`config.mk`:
```
export PLATFORM = sky130hd
export DESIGN_NAME = vending_change_fsmd
export DESIGN_NICKNAME = d
export VERILOG_FILES = /design/src/rtl/vending_pkg.sv /design/src/rtl/change_dp.sv /design/src/rtl/vending_change_fsmd.sv
export SDC_FILE = /design/constraint.sdc
export NUM_CORES = 1
export LEC_CHECK = 0
export CAP_MARGIN = 20
export CORE_UTILIZATION = 40
export DETAILED_ROUTE_END_ITERATION = 10
export GPL_ROUTABILITY_DRIVEN = 0
export PLACE_DENSITY = 0.67
export SLEW_MARGIN = 0
export SYNTH_ARGS = -nofsm -noshare
export SYNTH_HDL_FRONTEND = slang
export SYNTH_SLANG_ARGS = --single-unit
export TNS_END_PERCENT = 5
```
`constraint.sdc`:
```
create_clock -name clk -period 2.3 [get_ports clk]
set_input_delay 0.46 -clock clk [delete_from_list [all_inputs] [get_ports clk]]
set_output_delay 0.46 -clock clk [all_outputs]
set_load 0.05 [all_outputs]
```
`src/rtl/vending_pkg.sv`:
```
// Shared definitions for the vending machine change-return path:
// coin-select codes, change FSM state encodings and default coin values.
package vending_pkg;

  localparam logic [1:0] COIN_NICKEL  = 2'd0;
  localparam logic [1:0] COIN_DIME    = 2'd1;
  localparam logic [1:0] COIN_QUARTER = 2'd2;

  localparam logic [1:0] CHG_IDLE = 2'd0;
  localparam logic [1:0] CHG_SEL  = 2'd1;
  localparam logic [1:0] CHG_REQ  = 2'd2;
  localparam logic [1:0] CHG_DONE = 2'd3;

  localparam int DEF_QUARTER = 25;
  localparam int DEF_DIME    = 10;
  localparam int DEF_NICKEL  = 5;

endpackage

```
`src/rtl/change_dp.sv`:
```
// Change datapath: remaining-credit register with load/subtract and the
// coin-threshold comparators that steer the greedy payout FSM.
module change_dp
  import vending_pkg::*;
#(
  parameter int W       = 8,
  parameter int QUARTER = DEF_QUARTER,
  parameter int DIME    = DEF_DIME,
  parameter int NICKEL  = DEF_NICKEL
) (
  input  logic         clk,
  input  logic         rst,
  input  logic         ld,
  input  logic         sub,
  input  logic [1:0]   sel,
  input  logic [W-1:0] amount,
  output logic         ge_q,
  output logic         ge_d,
  output logic         ge_n,
  output logic         rem_zero
);

  localparam logic [W-1:0] Q_V = W'(QUARTER);
  localparam logic [W-1:0] D_V = W'(DIME);
  localparam logic [W-1:0] N_V = W'(NICKEL);

  logic [W-1:0] rem;
  logic [W-1:0] coin_val;

  always_comb begin
    coin_val = N_V;
    case (sel)
      COIN_QUARTER: coin_val = Q_V;
      COIN_DIME:    coin_val = D_V;
      default:      coin_val = N_V;
    endcase
  end

  // Subtract is only requested after the matching >= compare, so no underflow.
  always_ff @(posedge clk) begin
    if (rst) begin
      rem <= '0;
    end else if (ld) begin
      rem <= amount;
    end else if (sub) begin
      rem <= rem - coin_val;
    end
  end

  assign ge_q     = (rem >= Q_V);
  assign ge_d     = (rem >= D_V);
  assign ge_n     = (rem >= N_V);
  assign rem_zero = (rem == '0);

endmodule

```
`src/rtl/vending_change_fsmd.sv`:
```
// Change-return FSMD: pays out a change amount one coin at a time, largest
// coin first, over a req/ack handshake with the coin hopper.
module vending_change_fsmd
  import vending_pkg::*;
#(
  parameter int W       = 8,
  parameter int QUARTER = DEF_QUARTER,
  parameter int DIME    = DEF_DIME,
  parameter int NICKEL  = DEF_NICKEL
) (
  input  logic         clk,
  input  logic         rst,
  input  logic         start,
  input  logic [W-1:0] amount,
  output logic         coin_req,
  output logic [1:0]   coin_sel,
  input  logic         coin_ack,
  output logic         busy,
  output logic         done,
  output logic         short
);

  logic [1:0] state;
  logic [1:0] sel_r;
  logic       ld;
  logic       sub;
  logic       ge_q;
  logic       ge_d;
  logic       ge_n;
  logic       rem_zero;

  assign ld  = (state == CHG_IDLE) && start;
  assign sub = (state == CHG_REQ) && coin_ack;

  change_dp #(
    .W       (W),
    .QUARTER (QUARTER),
    .DIME    (DIME),
    .NICKEL  (NICKEL)
  ) u_dp (
    .clk      (clk),
    .rst      (rst),
    .ld       (ld),
    .sub      (sub),
    .sel      (sel_r),
    .amount   (amount),
    .ge_q     (ge_q),
    .ge_d     (ge_d),
    .ge_n     (ge_n),
    .rem_zero (rem_zero)
  );

  // Every ack returns through SEL, so there is no ack->req combinational path.
  always_ff @(posedge clk) begin
    if (rst) begin
      state <= CHG_IDLE;
      sel_r <= COIN_NICKEL;
    end else begin
      case (state)
        CHG_IDLE: if (start) state <= CHG_SEL;
        CHG_SEL: begin
          if (ge_q) begin
            sel_r <= COIN_QUARTER;
            state <= CHG_REQ;
          end else if (ge_d) begin
            sel_r <= COIN_DIME;
            state <= CHG_REQ;
          end else if (ge_n) begin
            sel_r <= COIN_NICKEL;
            state <= CHG_REQ;
          end else begin
            state <= CHG_DONE;
          end
        end
        CHG_REQ:  if (coin_ack) state <= CHG_SEL;
        default:  state <= CHG_IDLE;
      endcase
    end
  end

  assign coin_req = (state == CHG_REQ);
  assign coin_sel = coin_req ? sel_r : COIN_NICKEL;
  assign busy     = (state != CHG_IDLE);
  assign done     = (state == CHG_DONE);
  assign short    = done && !rem_zero;

endmodule

```
# Word-level counts from Yosys, hierarchy flattened

Cells that the tools add are included.

Flip-flop bits (word level): 12
Input bits: 12
Output and inout bits: 6
Logic and storage cells: 38

Add/subtract/negate cells: 1
$lt $le $gt $ge: 3
Equal/unequal tests: 7
Muxes and demuxes: 13
Reduce and logical (&&, ||, !) cells: 11

Operators by type and width:

| operator                                                              | count |
|---|---|
| 8-bit two-way mux                                                     | 2 |
| 2-bit two-way mux                                                     | 6 |
| 5-bit case mux with 2 select lines                                    | 1 |
| 8-bit by 3-bit >= comparator with 1-bit output, second input constant | 1 |
| 8-bit by 4-bit >= comparator with 1-bit output, second input constant | 1 |
| 8-bit by 5-bit >= comparator with 1-bit output, second input constant | 1 |
| 8-bit zero test                                                       | 1 |
| 8-bit by 5-bit subtractor with 8-bit output                           | 1 |
| 2-bit == test, second input constant                                  | 3 |
| 2-bit case mux with 3 select lines                                    | 1 |
| 2-bit by 1-bit == test with 1-bit output, second input constant       | 2 |
| 2-bit AND reduction                                                   | 2 |
| 2-bit nonzero test                                                    | 2 |
| 1-bit logical AND                                                     | 3 |
| 1-bit two-way mux                                                     | 3 |
| 3-bit nonzero test                                                    | 1 |
| 2-bit zero test                                                       | 1 |
| 2-bit by 1-bit != test with 1-bit output, second input constant       | 1 |
| 2-bit != test, second input constant                                  | 1 |
| 1-bit zero test                                                       | 1 |

# Depth between registers and ports, before layout

Gate-level depths: netlist of run 1.

Depth after elaboration: 5
Mapped depth: 11
Gate-level depth less buffers: 11

# By module

A second synthesis of run 1 with hierarchy kept.

Cells, all modules: 116
Area total of the unflattened synthesis: 945.9 µm²

Modules (own cells, without submodules):

| module              | instances | cells each | area an instance (µm²) | sequential area each (µm²) |
|---|---|---|---|---|
| change_dp           | 1         | 88         | 713.2                  | 160.2 |
| vending_change_fsmd | 1         | 28         | 232.7                  | 80.1 |

# Least setup slack after synthesis of run 1

Ideal clock, no wire load.

Path kind: reg2out
From: register state[0]
To: output short
Arrival: 2.213 ns
Required time: 1.840 ns
Path slack: -0.373 ns
Cell stages (with the launch flop): 4
Path buffers: 1
Cells stage by stage: dfxtp_1 -> clkbuf_1 -> and2_1 -> a21boi_0

Longest elaborated chain between the ends: 2

RTL lines:

| what                   | line                      | text |
|---|---|---|
| start, declared        | vending_change_fsmd.sv:23 | `logic [1:0] state;` |
| start signal, assigned | vending_change_fsmd.sv:56 | `state <= CHG_IDLE;` |
| start signal, assigned | vending_change_fsmd.sv:60 | `CHG_IDLE: if (start) state <= CHG_SEL;` |
| start signal, assigned | vending_change_fsmd.sv:64 | `state <= CHG_REQ;` |
| 2-bit == test          | vending_change_fsmd.sv:84 | `assign done = (state == CHG_DONE);` |
| named net done         | vending_change_fsmd.sv:19 | `output logic done,` |
| 1-bit logical AND      | vending_change_fsmd.sv:85 | `assign short = done && !rem_zero;` |
| end, declared          | vending_change_fsmd.sv:20 | `output logic short` |

The timed path passes the listed nets, and every way through them passes these cells.

# Worst setup path after layout of run 1

From: register sel_r[1]
To: register u_dp.rem[6]

Longest elaborated chain between the ends: 5
Elaborated cells between the ends (all ways): 6
Those cells by class: add/sub (1); eq/ne (2); mux (3)

RTL lines:

| what                                                                      | line                      | text |
|---|---|---|
| start, declared                                                           | vending_change_fsmd.sv:24 | `logic [1:0] sel_r;` |
| start signal, assigned                                                    | vending_change_fsmd.sv:57 | `sel_r <= COIN_NICKEL;` |
| start signal, assigned                                                    | vending_change_fsmd.sv:63 | `sel_r <= COIN_QUARTER;` |
| start signal, assigned                                                    | vending_change_fsmd.sv:66 | `sel_r <= COIN_DIME;` |
| 2-bit by 1-bit == test with 1-bit output or 2-bit == test (tied branches) | change_dp.sv:32           | `case (sel)` |
| 5-bit case mux with 2 select lines *                                      | change_dp.sv:32           |  |
| 8-bit by 5-bit subtractor with 8-bit output *                             | change_dp.sv:46           | `rem <= rem - coin_val;` |
| 8-bit two-way mux *                                                       | change_dp.sv:45           | `end else if (sub) begin` |
| 8-bit two-way mux *                                                       | change_dp.sv:43           | `end else if (ld) begin` |
| end signal, assigned                                                      | change_dp.sv:44           | `rem <= amount;` |
| end signal, assigned                                                      | change_dp.sv:46           |  |
| end, declared                                                             | change_dp.sv:27           | `logic [W-1:0] rem;` |

Every way passes the cells marked *; elsewhere a longest branch is shown, timed or not. The select of a mux whose other input is x is not followed.
A chain may end at the register's enable or synchronous reset.

==> results of run 1 <==
-- registers in the layout, summed over array words and instances, names as in the netlist --
| register | flops |
|---|---|
| sel_r | 2 |
| state | 2 |
| u_dp.rem | 8 |
-- worst max-delay path, cell delays in order, from the launching register on --
cell	delay [ps]
dfxtp_2	340
inv_2	40
ha_4	150
inv_4	50
ha_4	130
inv_2	30
fa_2	350
a211oi_2	180
nor2_1	70
or3_1	330
or4_1	400
a31oi_1	130
-- timing repair --
action                     CTS  global route
pin swaps                    3             0
setup buffers                1             0
resized for setup            2             2
setup endpoints to repair    1             3
-- kinds of logic after synthesis --
group / count (synthesis) / synth area share [%]
AO/OA/AOI/OAI: 33 / 24.6
XOR/XNOR: 1 / 0.958
AND/OR/NAND/NOR: 49 / 28.0
multiplexers: 3 / 3.28
buffers and inverters: 12 / 5.06
flip-flops: 12 / 26.3
adder cells (fa/ha/maj): 8 / 11.8
-- cell usage in the layout (no fill, tap or decap), types with 2 or more instances in the layout --
cell type        instances
buf_4                   16
clkdlybuf4s50_1         13
nand2_1                 11
a21oi_1                 10
dfxtp_1                 10
nor2_1                   9
nand3_1                  6
inv_1                    5
o21ai_0                  5
nor3_1                   4
nand2b_1                 4
ha_1                     4
and2_1                   3
mux2i_1                  3
ha_4                     3
clkbuf_4                 3
inv_2                    2
nor2b_1                  2
or2_2                    2
nor3b_2                  2
a21o_1                   2
or3_1                    2
a211oi_1                 2
a311oi_1                 2
buf_12                   2
dfxtp_2                  2
-- worst max-delay path by stage --
stage / startpoint / end / slack [ps] / cells past startpoint
after floorplan: sel_r[1]$_SDFFE_PP0P_ / u_dp.rem[6]$_SDFFE_PP0P_ / -40 / 11
after global placement: sel_r[0]$_SDFFE_PP0P_ / u_dp.rem[6]$_SDFFE_PP0P_ / -30 / 10
after detailed placement: sel_r[1]$_SDFFE_PP0P_ / u_dp.rem[6]$_SDFFE_PP0P_ / -70 / 11
after CTS: sel_r[1]$_SDFFE_PP0P_ / u_dp.rem[6]$_SDFFE_PP0P_ / 10 / 11
after global routing: sel_r[1]$_SDFFE_PP0P_ / u_dp.rem[6]$_SDFFE_PP0P_ / -80 / 11
final: sel_r[1]$_SDFFE_PP0P_ / u_dp.rem[6]$_SDFFE_PP0P_ / -5 / 11
-- final cells by class --
| class | instances | area, sq um | share of cell area [%] |
|---|---|---|---|
| inverter | 8 | 32.5 | 2.50 |
| multi-input combinational | 94 | 679 | 52.2 |
| timing repair buffer | 31 | 290 | 22.3 |
| sequential | 12 | 243 | 18.7 |
| clock buffer | 3 | 22.5 | 1.73 |
| tap | 27 | 33.8 | 2.60 |
-- synth_stat cells (2+ instances only) --
library cell	count
a211oi_1	2
nand2_1	11
clkbuf_1	3
inv_1	8
a21o_1	2
ha_1	7
a311oi_1	2
and2_1	3
dfxtp_1	12
a221oi_1	2
nor2_1	9
a21oi_1	10
or3_1	2
mux2i_1	3
o21ai_0	5
or2_2	2
nand3_1	6
nand2b_1	4
nor2b_1	2
nor3_1	4
-- metal layers --
| layer | routed length [um] | up-vias | track usage (%) |
|---|---|---|---|
| li1 | - | 487 | - |
| met1 | 1170 | 452 | 29.2 |
| met2 | 1110 | 25 | 33.8 |
| met3 | 88 | 0 | 3.70 |
| met4 | 0 | 0 | 4.29 |
| met5 | 0 | - | 0 |
-- power by group --
group | total (mW) | switching, mW | internal, mW | leakage (nW)
clock | 0.127 | 0.0666 | 0.0605 | 0.0138
combinational | 0.384 | 0.193 | 0.191 | 0.413
sequential | 0.266 | 0.0329 | 0.234 | 0.0998
total | 0.777 | 0.292 | 0.485 | 0.527
==> out/results.tsv, run 1 <==
metric	value	unit
design_area	0.00130	sq mm
synthesis.area	915	sq um
ir_worst_vdd	0.365	mV
critPathLaunchType	register	
dp_hpwl	1850	um
vias	964	
max-slew-margin-rel	67.6	%
cts_max_level	1	
dp_cells	171	
io_pins	18	
max-cap-violations	0	
cts_tree	done	
cp_max_fo	2	
drive_gt1_share	26.4	%
seq_area_frac_synth	26.3	%
hold_viol	0	
finalNonFillerCells	175	
cts.path.max_buffers	2	
pwr_density_cell	597	mW/mm^2
rsz0062_at_grt	yes	
diodes	0	
vias_per_cell	5.51	
ctsHoldBuffers	0	
hold_path_class	register to register	
drc	0	
whs_endpoint	sel_r[0]$_SDFFE_PP0P_	
synthFlopType	dfxtp_1	
rows	16	
critical_path_required	2490	ps
hold_start	sel_r[0]$_SDFFE_PP0P_	
worstSetupPathType	register to register	
fp.dieArea	0.00248	sq mm
p_leak	0.527	nW
synth.distinct_cells	39	
drtAntennaViolNets	0	
fin_worst_skew	2.64	ps
hold_depth	2	
first_pass_iters	5	
utilization	63.1	%
setup_violations	1	
max_freq	434	MHz
synth_nets	138	
grt_max_degree	13	
cts_made_buffers	3	
drt_iter0_markers	28	
wirelength	2360	um
arrival	2500	ps
timing.hold.ws	514	ps
r2r-start	sel_r[1]$_SDFFE_PP0P_	
violations	setup timing	
grtUsageTotal	21.1	%
postPlaceCellArea	0.00125	sq mm
tightest_slew	474	ps
core	0.00206	sq mm
antenna_found_initial	0	
synthCells	118	
reg2reg_to	u_dp.rem[6]$_SDFFE_PP0P_	
grt_overflow	0	
synth-edff-count	0	
avgSynthCellArea	7.75	sq um
r2r_setup_slack	-5	ps
yosys_warnings	0	
cts_num_sinks	12	
portBuffers	17	
yosysTopAreaCellShare	26.3	%
worst_setup_path_end_kind	register	
cts_root_buf	clkbuf_4	
status	finished, violations left	
reg2regPathDepth	11	
yosysTopAreaCell	dfxtp_1	
grt_pass1_vias	900	
setup_slack	-5.09	ps
fillers	188	
clock_latency	270	ps
area_delta_synth_final	42.3	%
fin_tns_setup	-5.09	ps
die_x	49.8	um
min_period	2310	ps
synth_area_leaders	dfxtp_1, ha_1, a21oi_1, nand2_1, nor2_1	
period_share	100	%
clk_pin_slew	70	ps
nNetsFinal	170	
place_ws	-74.4	ps
die_h	49.8	um
maxSlewViolCount	0	
grt_pass1_wl	4020	um
initial_core_util	44.4	%
async_reset_ff_share	0	%
ys_ff_latch	12	
wl_per_cell	13.5	um
p_total	0.777	mW
No activity file was read; power rests on OpenSTA's default activity.
==> inputs of run 2 (changes only) <==
--- a/config.mk
+++ b/config.mk
@@ -9,7 +9,6 @@
 export CORE_UTILIZATION = 40
 export DETAILED_ROUTE_END_ITERATION = 10
 export GPL_ROUTABILITY_DRIVEN = 0
-export PLACE_DENSITY = 0.67
 export SLEW_MARGIN = 0
 export SYNTH_ARGS = -nofsm -noshare
 export SYNTH_HDL_FRONTEND = slang
==> constraint.sdc (replaced) <==
create_clock -name clk -period 2.41 [get_ports clk]
set_input_delay 0.482 -clock clk [delete_from_list [all_inputs] [get_ports clk]]
set_output_delay 0.482 -clock clk [all_outputs]
set_load 0.05 [all_outputs]
==> out/results.tsv, run 2 (same netlist as run 1, synthesis figures left out) <==
metric	value	unit
ir_worst_vdd	0.389	mV
period_share	96.9	%
io_pins	18	
fin_worst_skew	4.26	ps
reg2regPathDepth	10	
reg2reg_to	u_dp.rem[6]$_SDFFE_PP0P_	
min_period	2340	ps
grt_pass1_vias	900	
critical_path_required	2600	ps
hold_path_class	register to register	
multi_input_area	668	sq um
cts_tree	done	
cts_root_buf	clkbuf_4	
ctsHoldBuffers	0	
design_area	0.00127	sq mm
status	complete, no violations	
drc	0	
grt_pass1_wl	4190	um
cp_max_fo	3	
initial_core_util	44.4	%
tightest_slew	519	ps
max-slew-margin-rel	65.3	%
grt_max_degree	13	
worstSetupPathType	register to register	
r2r-start	sel_r[0]$_SDFFE_PP0P_	
nNetsFinal	171	
cts_max_level	1	
cts_num_sinks	12	
fillers	191	
timing.hold.ws	542	ps
seqCellArea	243	sq um
most-common-layout-cells	buf_4, clkdlybuf4s50_1, nand2_1, a21oi_1, dfxtp_1	
rsz0062_at_grt	yes	
dp_cells	169	
maxSlewViolCount	0	
fp.dieArea	0.00248	sq mm
largest_reg_flops	8	
setup_violations	0	
vias	964	
grt_overflow	0	
reg.largest.list	u_dp.rem (8), sel_r (2), state (2)	
area_delta_synth_final	39.1	%
antenna_found_initial	0	
cts_made_buffers	3	
core	0.00206	sq mm
clk_pin_slew	60	ps
vias_per_cell	5.48	
die_h	49.8	um
final_common_cell	buf_4	
dp_hpwl	1790	um
max-cap-violations	0	
drt_iter0_markers	26	
top_register	u_dp.rem	
diodes	0	
max_freq	428	MHz
utilization	61.7	%
drtAntennaViolNets	0	
drive_gt1_share	26.2	%
rows	16	
arrival	2520	ps
die_x	49.8	um
portBuffers	17	
finalNonFillerCells	176	
wl_per_cell	13.6	um
cts.path.max_buffers	2	
pwr_density_cell	584	mW/mm^2
worst_setup_path_end_kind	register	
postPlaceCellArea	0.00117	sq mm
crit_start	sel_r[0]$_SDFFE_PP0P_	
p_leak	0.518	nW
clock_latency	260	ps
hold_start	u_dp.rem[3]$_SDFFE_PP0P_	
hold_viol	0	
crit_end	u_dp.rem[6]$_SDFFE_PP0P_	
critPathLaunchType	register	
r2r_setup_slack	70	ps
grtUsageTotal	22.2	%
first_pass_iters	4	
wirelength	2400	um
-- run 2: changes by cell type in the layout (fill, tap and decap cells not counted), sizes merged --
cell  delta
buf      +1
-- run 2: cell type report --
class | count | share of cell area (%)
Inverter | 8 | 2.56
Timing Repair Buffer | 32 | 21.4
Tap cell | 27 | 2.65
Multi-Input combinational cell | 94 | 52.5
Sequential cell | 12 | 19.1
Clock buffer | 3 | 1.77
-- run 2: routing by layer --
layer / track usage (%) / part of all wire [%] / wire, um / up-vias
met2: 33.8 / 43 / 1040 / 38
met1: 31.0 / 49 / 1190 / 430
li1: - / - / - / 492
met3: 2.78 / 5.3 / 127 / 4
met5: 0 / 0 / 0 / -
met4: 9.52 / 1.9 / 46 / 0
-- run 2: worst max-delay path: stages, from the launching register on --
cell	delay (ps)
dfxtp_2	350
buf_4	120
inv_1	40
ha_1	320
inv_2	80
ha_4	190
a211oi_2	220
nor2_1	80
or3_1	320
or4_1	410
a31oi_1	130
-- run 2: report_power, final --
group          leakage [nW]  internal, mW  switching, mW
clock network        0.0138        0.0577         0.0583
registers            0.0998         0.223         0.0334
logic                 0.405         0.186          0.185
-- run 2: how the worst min path moves through the flow --
| stage | depth (start not counted) | to |
|---|---|---|
| final | 2 | u_dp.rem[3]$_SDFFE_PP0P_ |
| after global routing | 2 | u_dp.rem[3]$_SDFFE_PP0P_ |
| after CTS | 2 | u_dp.rem[6]$_SDFFE_PP0P_ |
| after detailed placement | 2 | u_dp.rem[3]$_SDFFE_PP0P_ |
| after global placement | 3 | u_dp.rem[7]$_SDFFE_PP0P_ |
| after floorplan | 2 | sel_r[0]$_SDFFE_PP0P_ |
-- run 2: repair_timing --
item,4_1_cts,5_1_grt
endpoints found under the setup margin,1,1
gates resized for setup,11,2
setup buffers,3,1
pin swaps,7,4
-- run 2: through the flow --
stage          setup TNS, ps  worst slack, ps  power, mW
6_report                   0             73.7      0.743
4_1_cts                    0             1.03      0.732
2_1_floorplan          -65.7            -65.7      0.471
3_3_place_gp           -20.5            -20.5      0.586
3_5_place_dp            -126             -126      0.587
5_1_grt                -37.3            -37.3      0.806
